$ cat config.mk
export PLATFORM = sky130hd
export DESIGN_NAME = divider_nbit
export DESIGN_NICKNAME = d
export VERILOG_FILES = /design/src/rtl/divider_nbit.sv
export SDC_FILE = /design/constraint.sdc
export NUM_CORES = 1
export LEC_CHECK = 0
export BUFFER_PORTS_ARGS = -buffer_cell sky130_fd_sc_hd__buf_2
export CAP_MARGIN = 20
export CORE_MARGIN = 3
export CORE_UTILIZATION = 48
export CTS_CLUSTER_DIAMETER = 100
export DETAILED_ROUTE_END_ITERATION = 12
export MAX_ROUTING_LAYER = met4
export PLACE_DENSITY = 0.67
export SETUP_SLACK_MARGIN = 0.1
export SYNTH_ARGS = -nofsm -noshare
export SYNTH_HDL_FRONTEND = slang
export SYNTH_SLANG_ARGS = --single-unit
$ cat constraint.sdc
create_clock -name i_clk -period 6.9 [get_ports i_clk]
set_input_delay 0.69 -clock i_clk [delete_from_list [all_inputs] [get_ports i_clk]]
set_output_delay 0.69 -clock i_clk [all_outputs]
set_load 0.01 [all_outputs]
$ cat src/rtl/divider_nbit.sv
// divider_nbit: sequential radix-2 restoring divider, WIDTH-bit operands.
// Supports unsigned and two's-complement signed division, selected per
// operation. Signed results truncate toward zero, and the remainder takes
// the dividend's sign.
//
// state  | meaning
// -------+---------------------------------------------------------------
// S_IDLE | waiting for i_strt; operands captured on the start edge
// S_CALC | one quotient bit per cycle, WIDTH cycles, down-counter paced
// S_FIX  | sign correction / special cases, result registers written
// S_DONE | o_done pulse cycle, returns to S_IDLE unconditionally
module divider_nbit #(
    parameter int WIDTH = 16
) (
    input  logic             i_clk,
    input  logic             i_rst,
    input  logic             i_strt,
    input  logic             i_sgn,
    input  logic [WIDTH-1:0] i_dividend,
    input  logic [WIDTH-1:0] i_divisor,
    output logic [WIDTH-1:0] o_quotient,
    output logic [WIDTH-1:0] o_remainder,
    output logic             o_not_valid,
    output logic             o_ovf,
    output logic             o_done,
    output logic             o_idle
);

    localparam int CW = $clog2(WIDTH + 1);

    typedef enum logic [1:0] {
        S_IDLE = 2'd0,
        S_CALC = 2'd1,
        S_FIX  = 2'd2,
        S_DONE = 2'd3
    } state_t;

    state_t r_state;
    state_t w_state_nxt;

    logic [CW-1:0]    r_cnt;
    // Partial remainder. It is always below the divisor magnitude between
    // iterations, so its extra sign bit only exists transiently in w_trial.
    logic [WIDTH-1:0] r_rem;
    logic [WIDTH-1:0] r_quo;
    logic [WIDTH-1:0] r_dvs_mag;
    logic [WIDTH-1:0] r_dvd_raw;
    logic             r_sgn;
    logic             r_neg_dvd;
    logic             r_neg_dvs;
    logic             r_div0;
    logic             r_ovf_case;

    logic [WIDTH-1:0] r_quotient;
    logic [WIDTH-1:0] r_remainder;
    logic             r_not_valid;
    logic             r_ovf;
    logic             r_done;

    logic             w_neg_dvd;
    logic             w_neg_dvs;
    logic [WIDTH-1:0] w_dvd_mag;
    logic [WIDTH-1:0] w_dvs_mag;
    logic             w_div0;
    logic             w_ovf_case;
    logic [WIDTH:0]   w_rem_sh;
    logic [WIDTH:0]   w_trial;
    logic [WIDTH-1:0] w_quo_res;
    logic [WIDTH-1:0] w_rem_res;

    // Operand conditioning at capture: magnitudes only in signed mode.
    always_comb begin
        w_neg_dvd  = i_sgn & i_dividend[WIDTH-1];
        w_neg_dvs  = i_sgn & i_divisor[WIDTH-1];
        w_dvd_mag  = w_neg_dvd ? (-i_dividend) : i_dividend;
        w_dvs_mag  = w_neg_dvs ? (-i_divisor) : i_divisor;
        w_div0     = (i_divisor == '0);
        w_ovf_case = i_sgn && (i_dividend == {1'b1, {(WIDTH-1){1'b0}}})
                           && (i_divisor == '1);
    end

    // One restoring step: shift {R,Q} left, trial-subtract the divisor.
    always_comb begin
        w_rem_sh = {r_rem, r_quo[WIDTH-1]};
        w_trial  = w_rem_sh - {1'b0, r_dvs_mag};
    end

    // Final sign correction of the magnitude results.
    always_comb begin
        w_quo_res = (r_sgn & (r_neg_dvd ^ r_neg_dvs)) ? (-r_quo) : r_quo;
        w_rem_res = (r_sgn & r_neg_dvd) ? (-r_rem) : r_rem;
    end

    // State register.
    always_ff @(posedge i_clk or negedge i_rst) begin
        if (!i_rst) begin
            r_state <= S_IDLE;
        end else begin
            r_state <= w_state_nxt;
        end
    end

    // Next-state logic; divide-by-zero skips the iteration phase.
    always_comb begin
        w_state_nxt = r_state;
        case (r_state)
            S_IDLE: begin
                if (i_strt) begin
                    w_state_nxt = w_div0 ? S_FIX : S_CALC;
                end
            end
            S_CALC: begin
                if (r_cnt == CW'(1)) begin
                    w_state_nxt = S_FIX;
                end
            end
            S_FIX:   w_state_nxt = S_DONE;
            S_DONE:  w_state_nxt = S_IDLE;
            default: w_state_nxt = S_IDLE;
        endcase
    end

    // Operand capture and iterative datapath.
    always_ff @(posedge i_clk or negedge i_rst) begin
        if (!i_rst) begin
            r_cnt      <= '0;
            r_rem      <= '0;
            r_quo      <= '0;
            r_dvs_mag  <= '0;
            r_dvd_raw  <= '0;
            r_sgn      <= 1'b0;
            r_neg_dvd  <= 1'b0;
            r_neg_dvs  <= 1'b0;
            r_div0     <= 1'b0;
            r_ovf_case <= 1'b0;
        end else begin
            case (r_state)
                S_IDLE: begin
                    if (i_strt) begin
                        r_sgn      <= i_sgn;
                        r_neg_dvd  <= w_neg_dvd;
                        r_neg_dvs  <= w_neg_dvs;
                        r_quo      <= w_dvd_mag;
                        r_rem      <= '0;
                        r_dvs_mag  <= w_dvs_mag;
                        r_dvd_raw  <= i_dividend;
                        r_div0     <= w_div0;
                        r_ovf_case <= w_ovf_case;
                        r_cnt      <= w_div0 ? '0 : CW'(WIDTH);
                    end
                end
                S_CALC: begin
                    r_cnt <= r_cnt - CW'(1);
                    if (!w_trial[WIDTH]) begin
                        r_rem <= w_trial[WIDTH-1:0];
                        r_quo <= {r_quo[WIDTH-2:0], 1'b1};
                    end else begin
                        r_rem <= w_rem_sh[WIDTH-1:0];
                        r_quo <= {r_quo[WIDTH-2:0], 1'b0};
                    end
                end
                default: begin
                end
            endcase
        end
    end

    // Result registers: written only in S_FIX, done pulses the cycle after.
    always_ff @(posedge i_clk or negedge i_rst) begin
        if (!i_rst) begin
            r_quotient  <= '0;
            r_remainder <= '0;
            r_not_valid <= 1'b0;
            r_ovf       <= 1'b0;
            r_done      <= 1'b0;
        end else begin
            r_done <= (r_state == S_FIX);
            if (r_state == S_FIX) begin
                if (r_div0) begin
                    r_quotient  <= '1;
                    r_remainder <= r_dvd_raw;
                    r_not_valid <= 1'b1;
                    r_ovf       <= 1'b0;
                end else begin
                    r_quotient  <= w_quo_res;
                    r_remainder <= w_rem_res;
                    r_not_valid <= 1'b0;
                    r_ovf       <= r_ovf_case;
                end
            end
        end
    end

    assign o_quotient  = r_quotient;
    assign o_remainder = r_remainder;
    assign o_not_valid = r_not_valid;
    assign o_ovf       = r_ovf;
    assign o_done      = r_done;
    assign o_idle      = (r_state == S_IDLE);

endmodule

; Word level (Yosys, flattened, before mapping)
; Index checks and enable logic that the tools add are counted.
[classes]
eq_ne = 8
n_reduce_logical = 8
add_sub_neg = 6
bitwise_logic = 5
n_mux = 21
[op_table]
columns = operator, count
row1 = 16-bit 2-to-1 mux, 9
row2 = 16-bit negator, 4
row3 = 16-bit case mux with 2 select lines, 2
row4 = "16-bit equality test, second input constant", 2
row5 = 17-bit by 16-bit subtractor with 17-bit output, 1
row6 = 16-bit zero test, 1
row7 = 5-bit 2-to-1 mux, 2
row8 = 5-bit case mux with 2 select lines, 1
row9 = 2-bit case mux with 4 select lines, 1
row10 = 2-bit 2-to-1 mux, 3
row11 = 2-bit AND reduction, 3
row12 = "5-bit by 1-bit equality test with 1-bit output, second input constant", 1
row13 = "5-bit by 1-bit subtractor with 5-bit output, second input constant", 1
row14 = 1-bit AND, 4
row15 = "2-bit equality test, second input constant", 2
row16 = "2-bit inequality test, second input constant", 2
row17 = 1-bit 2-to-1 mux, 3
row18 = "2-bit by 1-bit equality test with 1-bit output, second input constant", 1
row19 = 1-bit logical AND, 2
row20 = 2-bit zero test, 1
row21 = 2-bit nonzero test, 1
row22 = 1-bit bitwise XOR, 1
[totals]
wordCells = 64
inputBits = 36
regBits = 111

; Longest topological paths before layout
; Gate-level depths: netlist (run 1).
[depth]
ltp_word = 4
ltp_mapped = 10
mapped_depth_nobuf = 9

; Worst setup path before layout (run 1)
; No wires, ideal clock.
[synth_path]
kind = register to register
from = register r_quo[15]
to = register r_rem[14]
setup_slack_ps = 4530
period_less_slack_ps = 2370
path_stages_with_launch = 10
arrival_ps = 2266
setup_ps = 104
path_buffers = 0
path_cell_list = dfrtp_1 inv_1 ha_1 fa_1 nand2b_1 a21oi_2 o21ai_4 a21o_2 or4_1 o311ai_1
[synth_via]
elab_chain_cells = 3
[synth_rtl]
columns = element, line
row1 = start: declaration, 45  ; logic [WIDTH-1:0] r_quo;
row2 = start signal: assignment, 143  ; r_quo <= w_dvd_mag;
row3 = start signal: assignment, 156  ; r_quo <= {r_quo[WIDTH-2:0], 1'b1};
row4 = start signal: assignment, 159  ; r_quo <= {r_quo[WIDTH-2:0], 1'b0};
row5 = 17-bit by 16-bit subtractor with 17-bit output, 85  ; w_trial = w_rem_sh - {1'b0, r_dvs_mag};
row6 = 16-bit 2-to-1 mux, 154  ; if (!w_trial[WIDTH]) begin
row7 = 16-bit case mux with 2 select lines, 137  ; case (r_state)
row8 = end signal: assignment, 155  ; r_rem <= w_trial[WIDTH-1:0];
row9 = end signal: assignment, 158  ; r_rem <= w_rem_sh[WIDTH-1:0];
row10 = end: declaration, 44  ; logic [WIDTH-1:0] r_rem;
; No other way between the ends.
; A chain may end at the register's enable or synchronous reset.

; Final worst setup path (run 1)
[layout_path]
from = register r_state[1]
to = register r_rem[9]
[layout_via]
elab_chain_cells = 3
[layout_rtl]
columns = element, line
row1 = start: declaration, 38  ; state_t r_state;
row2 = start signal: assignment, 99  ; r_state <= w_state_nxt;
row3 = 2-bit by 1-bit equality test with 1-bit output / 2-bit zero test (equally long branches), 137
row4 = 2-bit nonzero test (no source line) / 2-bit inequality test (equally long branches), -
row5 = 2-bit AND reduction (no source line), -
; Several ways; a longest one is shown, not always the timed one.

==> results of run 1 <==
==> stage by stage <==
step	utilization (%)	instance area, um^2
detailed placement	53.4	7580
global route	55.5	7890
floorplan	-	7130
finish	55.5	7890
CTS	55.4	7870
global placement	53.4	7580
==> cell families after synthesis <==
kind of cell,count (synthesis),synth area share [%]
AO/OA/AOI/OAI,227,20.2
adder cells (fa/ha/maj),27,4.84
buffers and inverters,82,4.51
AND/OR/NAND/NOR,248,17.6
flip-flops,111,38.9
multiplexers,39,6.00
XOR/XNOR,63,7.84
==> cell usage after synthesis, types with 13 or more instances <==
| cell type | instances |
|---|---|
| inv_1 | 40 |
| o21ai_0 | 65 |
| a21oi_1 | 73 |
| nand2_1 | 94 |
| xnor2_1 | 37 |
| mux2_2 | 26 |
| clkbuf_1 | 30 |
| o211ai_1 | 18 |
| nor2_1 | 57 |
| dfrtp_1 | 111 |
| ha_1 | 26 |
| xor2_1 | 25 |
| nand3_1 | 13 |
==> cell type report <==
class,count,area [um^2]
Fill cell,1308,6320
Multi-Input combinational cell,604,4040
Sequential cell,111,2780
Timing Repair Buffer,76,408
Clock buffer,11,243
Tap cell,180,225
Inverter,41,154
Clock inverter,5,40.0
==> routing by layer <==
| layer | vias up | part of all wire [%] | GRT usage [%] |
|---|---|---|---|
| met5 | - | 0 | - |
| met4 | 0 | 1.4 | 6.30 |
| met3 | 20 | 5.9 | 2.92 |
| met2 | 208 | 45 | 35.2 |
| met1 | 2975 | 48 | 35.3 |
| li1 | 2927 | - | - |
==> power breakdown <==
part | total, W | internal (W) | leakage [nW] | switching, W
Combinational | 0.00205 | 0.000821 | 1.89 | 0.00123
Sequential | 0.00119 | 0.000931 | 1.38 | 0.000259
Clock | 0.000510 | 0.000259 | 0.140 | 0.000251
Total | 0.00375 | 0.00201 | 3.41 | 0.00174
==> path summary, 6_finish.rpt <==
kind,start,end,slack (ns),cells after the start
worst max register to register,r_state[1]$_DFFE_PN0P_,r_rem[9]$_DFFE_PN0P_,3.75,6
worst min register to register,r_dvs_mag[10]$_DFFE_PN0P_,r_dvs_mag[10]$_DFFE_PN0P_,0.48,2
worst min-delay path,i_rst,o_remainder[3]$_DFFE_PN0P_,0.38,1
max in group asynchronous,i_rst,r_dvs_mag[7]$_DFFE_PN0P_,5.33,2
min in group i_clk,r_dvs_mag[10]$_DFFE_PN0P_,r_dvs_mag[10]$_DFFE_PN0P_,0.48,2
worst max-delay path,r_state[1]$_DFFE_PN0P_,r_rem[9]$_DFFE_PN0P_,3.75,6
==> cell usage in the layout (no fill, tap or decap), drive strengths merged, types with 5 or more instances in the layout <==
master	count
a21o	5
a21oi	79
a31oi	7
and2	6
buf	76
clkbuf	11
dfrtp	111
ha	26
inv	42
mux2	27
mux2i	12
nand2	97
nand2b	9
nand3	13
nand4	12
nor2	59
nor3	12
nor4	12
o211ai	18
o21a	5
o21ai	76
o221ai	6
o41ai	5
or4	5
xnor2	38
xor2	25
==> registers in the layout, summed over array words and instances, names as in the netlist <==
signal / count
r_sgn: 1
r_quo: 16
r_rem: 16
o_not_valid: 1
o_ovf: 1
o_quotient: 16
o_done: 1
r_state: 2
r_neg_dvs: 1
r_dvs_mag: 16
r_neg_dvd: 1
r_ovf_case: 1
r_div0: 1
o_remainder: 16
r_dvd_raw: 16
r_cnt: 5
==> worst max-delay path, stage by stage (launching register included) <==
cell,delay [ns]
dfrtp_1,0.40
inv_1,0.09
ha_1,0.74
clkinv_1,0.75
o21a_1,0.38
buf_4,0.27
a221o_1,0.39
==> results_dict.tcl, run 1 <==
set metrics [dict create \
    outcome "completed" \
    syn_inst 797 \
    cts_tree "done" \
    rsz0062_at_grt "no" \
    clock-sinks 111 \
    ys_ff_latch 111 \
    worstMarginPinSlew_ns 1.05 \
    final.setup_skew_ns 0.00766 \
    finalNetCount 906 \
    yosysWarnings 0 \
    max_freq_ghz 0.318 \
    slew_headroom_pct 30.0 \
    vdd_ir_drop_max_uv 157 \
    setup_viol 0 \
    fin_cells 1028 \
    gp_congestion 0.961 \
    yosys-top-cells-area "dfrtp_1 (39%), a21oi_1 (5.1%), nand2_1 (4.9%), ha_1 (4.6%), o21ai_0 (4.6%)" \
    holdWs_ns 0.384 \
    post-route-period-util_pct 45.6 \
    die_area_um2 16400 \
    totalWireLength_um 18700 \
    final_antenna_net_count 0 \
    antenna_found_initial 0 \
    yosys.area.top_type "dfrtp_1" \
    powerDensity_nw_per_um2 475 \
    chipWidth_um 128 \
    synth.distinct_cells 75 \
    grt_pass1_vias 5700 \
    clockRootBuffer "clkbuf_16" \
    vias 6130 \
    core_um2 14200 \
    std_cell_rows 43 \
    worstPathMaxFanout 50 \
    ys_seq_area_share_pct 38.9 \
    async_flop_share_pct 100 \
    cp.required_ns 7.14 \
    setup_ws_ns 3.75 \
    diodes 0 \
    grt_use_total_pct 24.0 \
    clkLatencyLatePin_ns 0.36 \
    drt-pass1-iter-count 5 \
    synth_fp_nets 860 \
    syn_to_final_growth_pct 10.6 \
    p_total_w 0.00375 \
    synth_top_area_share_pct 38.9 \
    ctsHoldBuffers 0 \
    post-route-min-period_ns 3.15 \
    layout-drive-gt1-share_pct 18.2 \
    grt_overflow 0 \
    initial_utilization_pct 50.2 \
    cts_resized 0 \
    clkTransAtPathRegs_ns 0.08 \
    final.setup.tns_ns 0 \
    grt_max_degree 59 \
    die_h_um 128 \
    pre_cts_ws_ns 3.78 \
    maxCapViolCount 0 \
    startpoint_type "flip-flop" \
    avgViaCountPerCell 5.96 \
    slew_violations 0 \
    critPathArrivalTime_ns 3.39 \
    cts_setup_buffers 0 \
    htree_levels 3 \
    first_iter_violations 648 \
    cts_buffers 9 \
    io_pins 72 \
    synth_enable_flop_cells 0 \
    dp_hpwl_um 14100 \
    critPathKind "reg -> reg" \
    grt_pass1_wl_um 30500 \
    syn_avg_cell_area_um2 8.95 \
    finalHoldViolations 0 \
    synth_flop_cell "dfrtp_1" \
    holdCritPathClass "in -> async" \
    syn_area_um2 7130 \
    drc 0 \
    io_buffers 71 \
    p_leak_nw 3.41 \
    routedWlPerCell_um 18.2 \
    place_inst 1011 \
    cts_buffer_depth 2 \
    crit_path_end_kind "flip-flop" \
]
Note: power is estimated with default switching activity, not from simulation.
==> inputs of run 2 (changes only) <==
- ABC_AREA: not set -> 1
- PLACE_DENSITY: 0.67 -> 0.69
- clock period: 6.9 -> 2.55 ns (I/O delays scaled with it)
==> run 2 against run 1 <==
  * Sequential power grew to 2.7 times the previous value
  * Worst setup slack lost 3.4 ns
  * Final area grew 5.3%
  * Critical path depth grew 9
  * Via count grew 19%
  * Critical endpoint is now r_rem[7]$_DFFE_PN0P_
  * Die area grew 3.8%
  * Count of clock-buffer cells in the layout shrank 2
  * Hold slack lost 0.21 ns
  * Clock skew shrank 0.0019 ns
  * Synthesized area grew 4.0%
==> results_dict.tcl, run 2 <==
set metrics [dict create \
    outcome "completed" \
    met3_wirelength_um 1190 \
    cts_buffer_depth 2 \
    p_int_w 0.00551 \
    synth_fp_nets 1157 \
    synthMuxAreaShare_pct 0 \
    crit_path_end_kind "flip-flop" \
    synth_top_area_share_pct 37.4 \
    powerDensity_nw_per_um2 1340 \
    clkLatencyLatePin_ns 0.36 \
    drt-pass1-iter-count 5 \
    routedWlPerCell_um 15.0 \
    die_area_um2 17000 \
    p_comb_share_pct 58.9 \
    die_h_um 130 \
    postLayoutCellArea_um2 8300 \
    worstPathCellList "inv_1 -> ha_1 -> fa_2 -> inv_1 -> nand2_1 -> nand2_1 -> nand3_1 -> nand2_2 -> nand2_2 -> nand2_2 -> nand2_2 -> buf_4 -> nand3_1 -> nand3_1 -> nand2_1" \
    worstMarginPinSlew_ns 0.650 \
    final_antenna_net_count 0 \
    avgViaCountPerCell 5.40 \
    post-route-period-util_pct 87.8 \
    r2r_start "r_quo[15]$_DFFE_PN0P_" \
    vias 7276 \
    dp_hpwl_um 15500 \
    clkPwrFrac_pct 12.4 \
    p_leak_nw 4.39 \
    critical-path-top-delay-family "simple AND/OR/NAND/NOR gates" \
    synth_top_family_by_area "simple AND/OR/NAND/NOR gates" \
    final.setup.tns_ns 0 \
    syn_inst 1094 \
    yosysWarnings 0 \
    gp_congestion 0.939 \
    std_cell_rows 44 \
    antenna_found_initial 0 \
    drc 0 \
    async_flop_share_pct 100 \
    yosys.area.top_type "dfrtp_1" \
    yosys-top-cells-area "dfrtp_1 (37%), nand2_1 (17%), nand3_1 (8.3%), inv_1 (7.6%), o21ai_0 (5.2%)" \
    htree_levels 3 \
    ys_seq_area_share_pct 37.4 \
    synthAdderAreaFrac_pct 4.66 \
    post-route-min-period_ns 2.24 \
    grt_max_degree 44 \
    maxCapViolCount 0 \
    cts_tree "done" \
    layout-drive-gt1-share_pct 11.3 \
    top_layer "met4" \
    clockRootBuffer "clkbuf_16" \
    wl_met2_um 8510 \
    core_um2 14800 \
    hold_start "i_dividend[6]" \
    syn_area_um2 7420 \
    final_cell_mix "nand2_1 (327), inv_1 (150), nand3_1 (122), dfrtp_1 (111), nor2_1 (81)" \
    setup_ws_ns 0.310 \
    diodes 0 \
    grt_pass1_wl_um 33700 \
    grt_pass1_vias 6666 \
    vdd_ir_drop_max_uv 901 \
    critPathKind "reg -> reg" \
    holdWs_ns 0.174 \
    setup_viol 0 \
    critPathArrivalTime_ns 2.54 \
    crit_top_cell "nand2_2" \
    worstPathMaxFanout 10 \
    switching_power_w 0.00563 \
    clkTransAtPathRegs_ns 0.08 \
    synth_flop_cell "dfrtp_1" \
    io_pins 72 \
    slew_violations 0 \
    pre_cts_ws_ns 0.187 \
    startpoint_type "flip-flop" \
    min_path_cells 3 \
    met1_length_um 10200 \
    worst-path-buf-inv 3 \
    fin_util_pct 56.1 \
    ys_ff_latch 111 \
    holdCritPathClass "in -> reg" \
    r2r_cells 15 \
    synth.top_cells.by_count "nand2_1 (327), inv_1 (150), nand3_1 (123), dfrtp_1 (111), nor2_1 (81)" \
    finalHoldViolations 0 \
    final.setup_skew_ns 0.00573 \
    totalWireLength_um 20200 \
    synthMostInstantiatedCell "nand2_1" \
    synth_xor_area_share_pct 2.72 \
    clock-sinks 111 \
    grt_overflow 0 \
    first_iter_violations 726 \
    slew_headroom_pct 56.7 \
    cts_buffers 9 \
    rsz0062_at_grt "no" \
    slowest_delay_ns 0.38 \
    synthSimpleGateAreaFrac_pct 33.7 \
    worstReg2RegEnd "r_rem[7]$_DFFE_PN0P_" \
    syn_avg_cell_area_um2 6.78 \
    reg2reg_slack_ns 0.31 \
    min_to "r_dvd_raw[6]$_DFFE_PN0P_" \
    chipWidth_um 130 \
    synth_compound_area_share_pct 11.5 \
    initial_utilization_pct 50.1 \
    syn_to_final_growth_pct 11.9 \
    synth.distinct_cells 40 \
    p_seq_share_pct 28.7 \
    detailed_place.area_um2 7980 \
    cp.required_ns 2.85 \
    finalNetCount 1222 \
    sw_frac_of_total_pct 50.5 \
    max_freq_ghz 0.446 \
    crit_path_top_delay_cell "dfrtp_1" \
    io_buffers 71 \
    synth_enable_flop_cells 0 \
    final_common_cell "nand2_1" \
    grt_use_total_pct 25.8 \
]
==> run 2: changes by cell type in the layout (fill, tap and decap cells not counted), sizes merged, moves of 7 or more <==
cell	delta
nand2b	-9
mux2i	-12
nand2	+238
xor2	-7
nor2	+23
nor4	-9
a21oi	-33
mux2	-27
inv	+115
xnor2	-33
nand3	+112
buf	+11
==> run 2: worst max path at each step <==
stage                                 end  cells past startpoint                   from  slack, ns
floorplan            r_rem[6]$_DFFE_PN0P_                     16  r_quo[15]$_DFFE_PN0P_       0.50
global placement    r_rem[12]$_DFFE_PN0P_                     14  r_quo[15]$_DFFE_PN0P_       0.25
detailed placement  r_rem[12]$_DFFE_PN0P_                     14  r_quo[15]$_DFFE_PN0P_       0.19
CTS                 r_rem[12]$_DFFE_PN0P_                     14  r_quo[15]$_DFFE_PN0P_       0.16
global route         r_rem[7]$_DFFE_PN0P_                     15  r_quo[15]$_DFFE_PN0P_       0.15
finish               r_rem[7]$_DFFE_PN0P_                     15  r_quo[15]$_DFFE_PN0P_       0.31
==> run 2: cell families (layout without fill, tap and decap cells) <==
group / count (synthesis) / count (layout)
AND/OR/NAND/NOR: 587 / 587
buffers and inverters: 190 / 260
AO/OA/AOI/OAI: 156 / 156
flip-flops: 111 / 111
adder cells (fa/ha/maj): 27 / 27
XOR/XNOR: 23 / 23
==> run 2: worst register-to-register path, cell delays in order, from the launching register on <==
cell and delay (ns):
dfrtp_1 0.38, inv_1 0.09, ha_1 0.23, fa_2 0.36
inv_1 0.10, nand2_1 0.05, nand2_1 0.08, nand3_1 0.08
nand2_2 0.11, nand2_2 0.10, nand2_2 0.11, nand2_2 0.08
buf_4 0.18, nand3_1 0.07, nand3_1 0.08, nand2_1 0.07
==> run 2: layout make-up <==
type | count | area, um^2
Clock inverter | 7 | 57.6
Timing Repair Buffer | 88 | 500
Sequential cell | 111 | 2780
Tap cell | 184 | 230
Clock buffer | 9 | 225
Inverter | 156 | 586
Multi-Input combinational cell | 793 | 3930
Fill cell | 1464 | 6510
==> run 2: routing by layer <==
metal  GRT usage, %  vias to the layer above
met1           38.4                     3367
met3           5.12                       31
met2           36.5                      229
met5              -                        -
met4           5.56                        0
li1               -                     3649
==> run 2: power groups by stage <==
stage          Clock (W)  Combinational (W)  Sequential (W)
6_report         0.00138            0.00656         0.00320
3_5_place_dp           0            0.00642         0.00321
4_1_cts          0.00141            0.00647         0.00318
3_3_place_gp           0            0.00633         0.00320
2_1_floorplan          0            0.00472         0.00314
5_1_grt          0.00148            0.00749         0.00330
==> run 2: timing repair <==
item,CTS,global route
hold buffers,1,0
resized for setup,0,5
hold endpoints to repair,49,0
buffers inserted,0,1
setup endpoints to repair,0,17
==> run 2: through the flow <==
stage                     instances  total power [W]
after floorplan                1094          0.00786
after global placement         1330          0.00952
after detailed placement       1330          0.00963
after CTS                      1347           0.0111
after global routing           1348           0.0123
final                          1348           0.0111
==> inputs of run 3 (changes only) <==
- ABC_AREA: 1 -> 0
- PLACE_DENSITY: 0.69 -> 0.7
==> run 3 against run 2 <==
  * Routed wire length fell by 11%
  * Highest routed layer unchanged
  * Critical path type unchanged
  * Fmax down 3.3%
  * Largest cell class unchanged
  * Sequential cell count stayed put
  * Largest power group unchanged
  * Critical endpoint is now r_rem[1]$_DFFE_PN0P_
  * Worst setup slack got worse by 0.077 ns
  * Hold slack gained 0.031 ns
  * Final area decreased by 0.90%
==> results_dict.tcl, run 3 (synthesis results as in run 1) <==
set metrics [dict create \
    drc 0 \
    grt_use_total_pct 23.2 \
    final.setup.tns_ns 0 \
    max_freq_ghz 0.432 \
    met1_length_um 8640 \
    final.setup_skew_ns 0.00706 \
    wl_met2_um 8130 \
    grt_max_degree 58 \
    critPathArrivalTime_ns 2.56 \
    diodes 0 \
    p_comb_share_pct 56.7 \
    fin_cells 1064 \
    regArea_um2 2780 \
    std_cell_rows 43 \
    antenna_found_initial 0 \
    cts_buffers 9 \
    clock-sinks 111 \
    worstPathCellList "ha_1 -> o211ai_1 -> a21oi_4 -> o21ai_4 -> a21o_2 -> nand3_1 -> a32o_1" \
    powerDensity_nw_per_um2 1290 \
    gp_congestion 0.935 \
    cts_buffer_depth 2 \
    die_area_um2 16400 \
    rsz0062_at_grt "no" \
    cp.required_ns 2.79 \
    slew_headroom_pct 47.4 \
    final_cell_mix "dfrtp_1 (111), nand2_1 (93), a21oi_1 (73), buf_2 (70), o21ai_0 (65)" \
    core_um2 14200 \
    avgViaCountPerCell 5.79 \
    grt_overflow 0 \
    met3_wirelength_um 1080 \
    totalWireLength_um 18100 \
    sw_frac_of_total_pct 44.6 \
    top_layer "met4" \
    vias 6159 \
    layout-drive-gt1-share_pct 21.9 \
    htree_levels 3 \
    slew_violations 0 \
    worst-path-buf-inv 0 \
    slowest_delay_ns 0.48 \
    p_int_w 0.00588 \
    cts_tree "done" \
    place_inst 1047 \
    post-route-period-util_pct 90.8 \
    clkTransAtPathRegs_ns 0.08 \
    routedWlPerCell_um 17.0 \
    multiInputGateArea_um2 4070 \
    worstMarginPinSlew_ns 0.789 \
    dp_hpwl_um 13700 \
    post-route-min-period_ns 2.32 \
    p_seq_share_pct 29.3 \
    maxCapViolCount 0 \
    vdd_ir_drop_max_uv 551 \
    io_buffers 71 \
    outcome "completed" \
    critical-path-top-delay-family "compound AO/OA/AOI/OAI gates" \
    grt_pass1_vias 5666 \
    grt_pass1_wl_um 29600 \
    initial_utilization_pct 50.2 \
    setup_viol 0 \
    drt-pass1-iter-count 5 \
    finalNetCount 942 \
    crit_path_top_delay_cell "dfrtp_1" \
    p_leak_nw 3.60 \
    clockRootBuffer "clkbuf_16" \
    fill_cells 1285 \
    first_iter_violations 415 \
    critPathKind "reg -> reg" \
    clkPwrFrac_pct 13.9 \
    final_antenna_net_count 0 \
    final_common_cell "dfrtp_1" \
    clkLatencyLatePin_ns 0.36 \
    switching_power_w 0.00474 \
    crit_path_end_kind "flip-flop" \
    chipWidth_um 128 \
    holdCritPathClass "in -> reg" \
    die_h_um 128 \
    startpoint_type "flip-flop" \
    syn_to_final_growth_pct 15.3 \
    worstPathMaxFanout 15 \
    cts_setup_buffers 0 \
    finalHoldViolations 0 \
    io_pins 72 \
]
## run 3: power by group through the flow
stage                     Sequential, W  Clock, W  Combinational [W]
after CTS                       0.00310   0.00151            0.00597
final                           0.00312   0.00148            0.00602
after floorplan                 0.00313         0            0.00416
after global placement          0.00310         0            0.00586
after global routing            0.00321   0.00157            0.00677
after detailed placement        0.00314         0            0.00592
## run 3: routing by layer
| layer | up-vias | GRT usage, % |
|---|---|---|
| li1 | 2992 | - |
| met3 | 14 | 4.63 |
| met4 | 0 | 4.43 |
| met2 | 194 | 34.8 |
| met5 | - | - |
| met1 | 2959 | 33.0 |
## run 3: layout make-up
cell class	instances	area share, %
Multi-Input combinational cell	604	49.5
Inverter	41	1.87
Clock buffer	10	2.78
Tap cell	180	2.74
Clock inverter	6	0.928
Timing Repair Buffer	112	8.43
Sequential cell	111	33.8
## run 3: final timing paths
check                                          start                          to  cells past startpoint  slack (ns)
min                                    i_dividend[5]    r_dvd_raw[5]$_DFFE_PN0P_                      2        0.21
max reg2reg                     r_rem[2]$_DFFE_PN0P_        r_rem[1]$_DFFE_PN0P_                      7        0.23
max                             r_rem[2]$_DFFE_PN0P_        r_rem[1]$_DFFE_PN0P_                      7        0.23
min reg2reg                r_dvs_mag[15]$_DFFE_PN0P_   r_dvs_mag[15]$_DFFE_PN0P_                      2        0.48
max in group asynchronous                      i_rst  o_quotient[12]$_DFFE_PN0P_                      3        1.39
min in group asynchronous                      i_rst  o_remainder[9]$_DFFE_PN0P_                      2        0.46
## run 3: worst reg2reg max path, cell delays in order (launching register included)
cell and delay (ns):
dfrtp_1 0.48, ha_1 0.39, o211ai_1 0.28, a21oi_4 0.07, o21ai_4 0.25, a21o_2 0.35
nand3_1 0.12, a32o_1 0.27
## run 3: what timing repair did
item / 4_1_cts / 5_1_grt
gates resized for setup: 1 / 6
hold buffers: 1 / 0
hold endpoints to repair: 46 / 0
pin swaps: 2 / 1
setup endpoints to repair: 1 / 15
## run 3: metrics by stage
stage / util, % / hold WS [ns] / area, um^2 / power [W] / setup slack (ns)
floorplan: - / -0.0406 / 7130 / 0.00728 / 0.180
global placement: 55.5 / 0.329 / 7880 / 0.00896 / 0.160
detailed placement: 55.5 / 0.332 / 7880 / 0.00906 / 0.112
CTS: 57.7 / 0.196 / 8200 / 0.0106 / 0.104
global route: 57.9 / 0.207 / 8230 / 0.0115 / 0.108
finish: 57.9 / 0.205 / 8230 / 0.0106 / 0.233
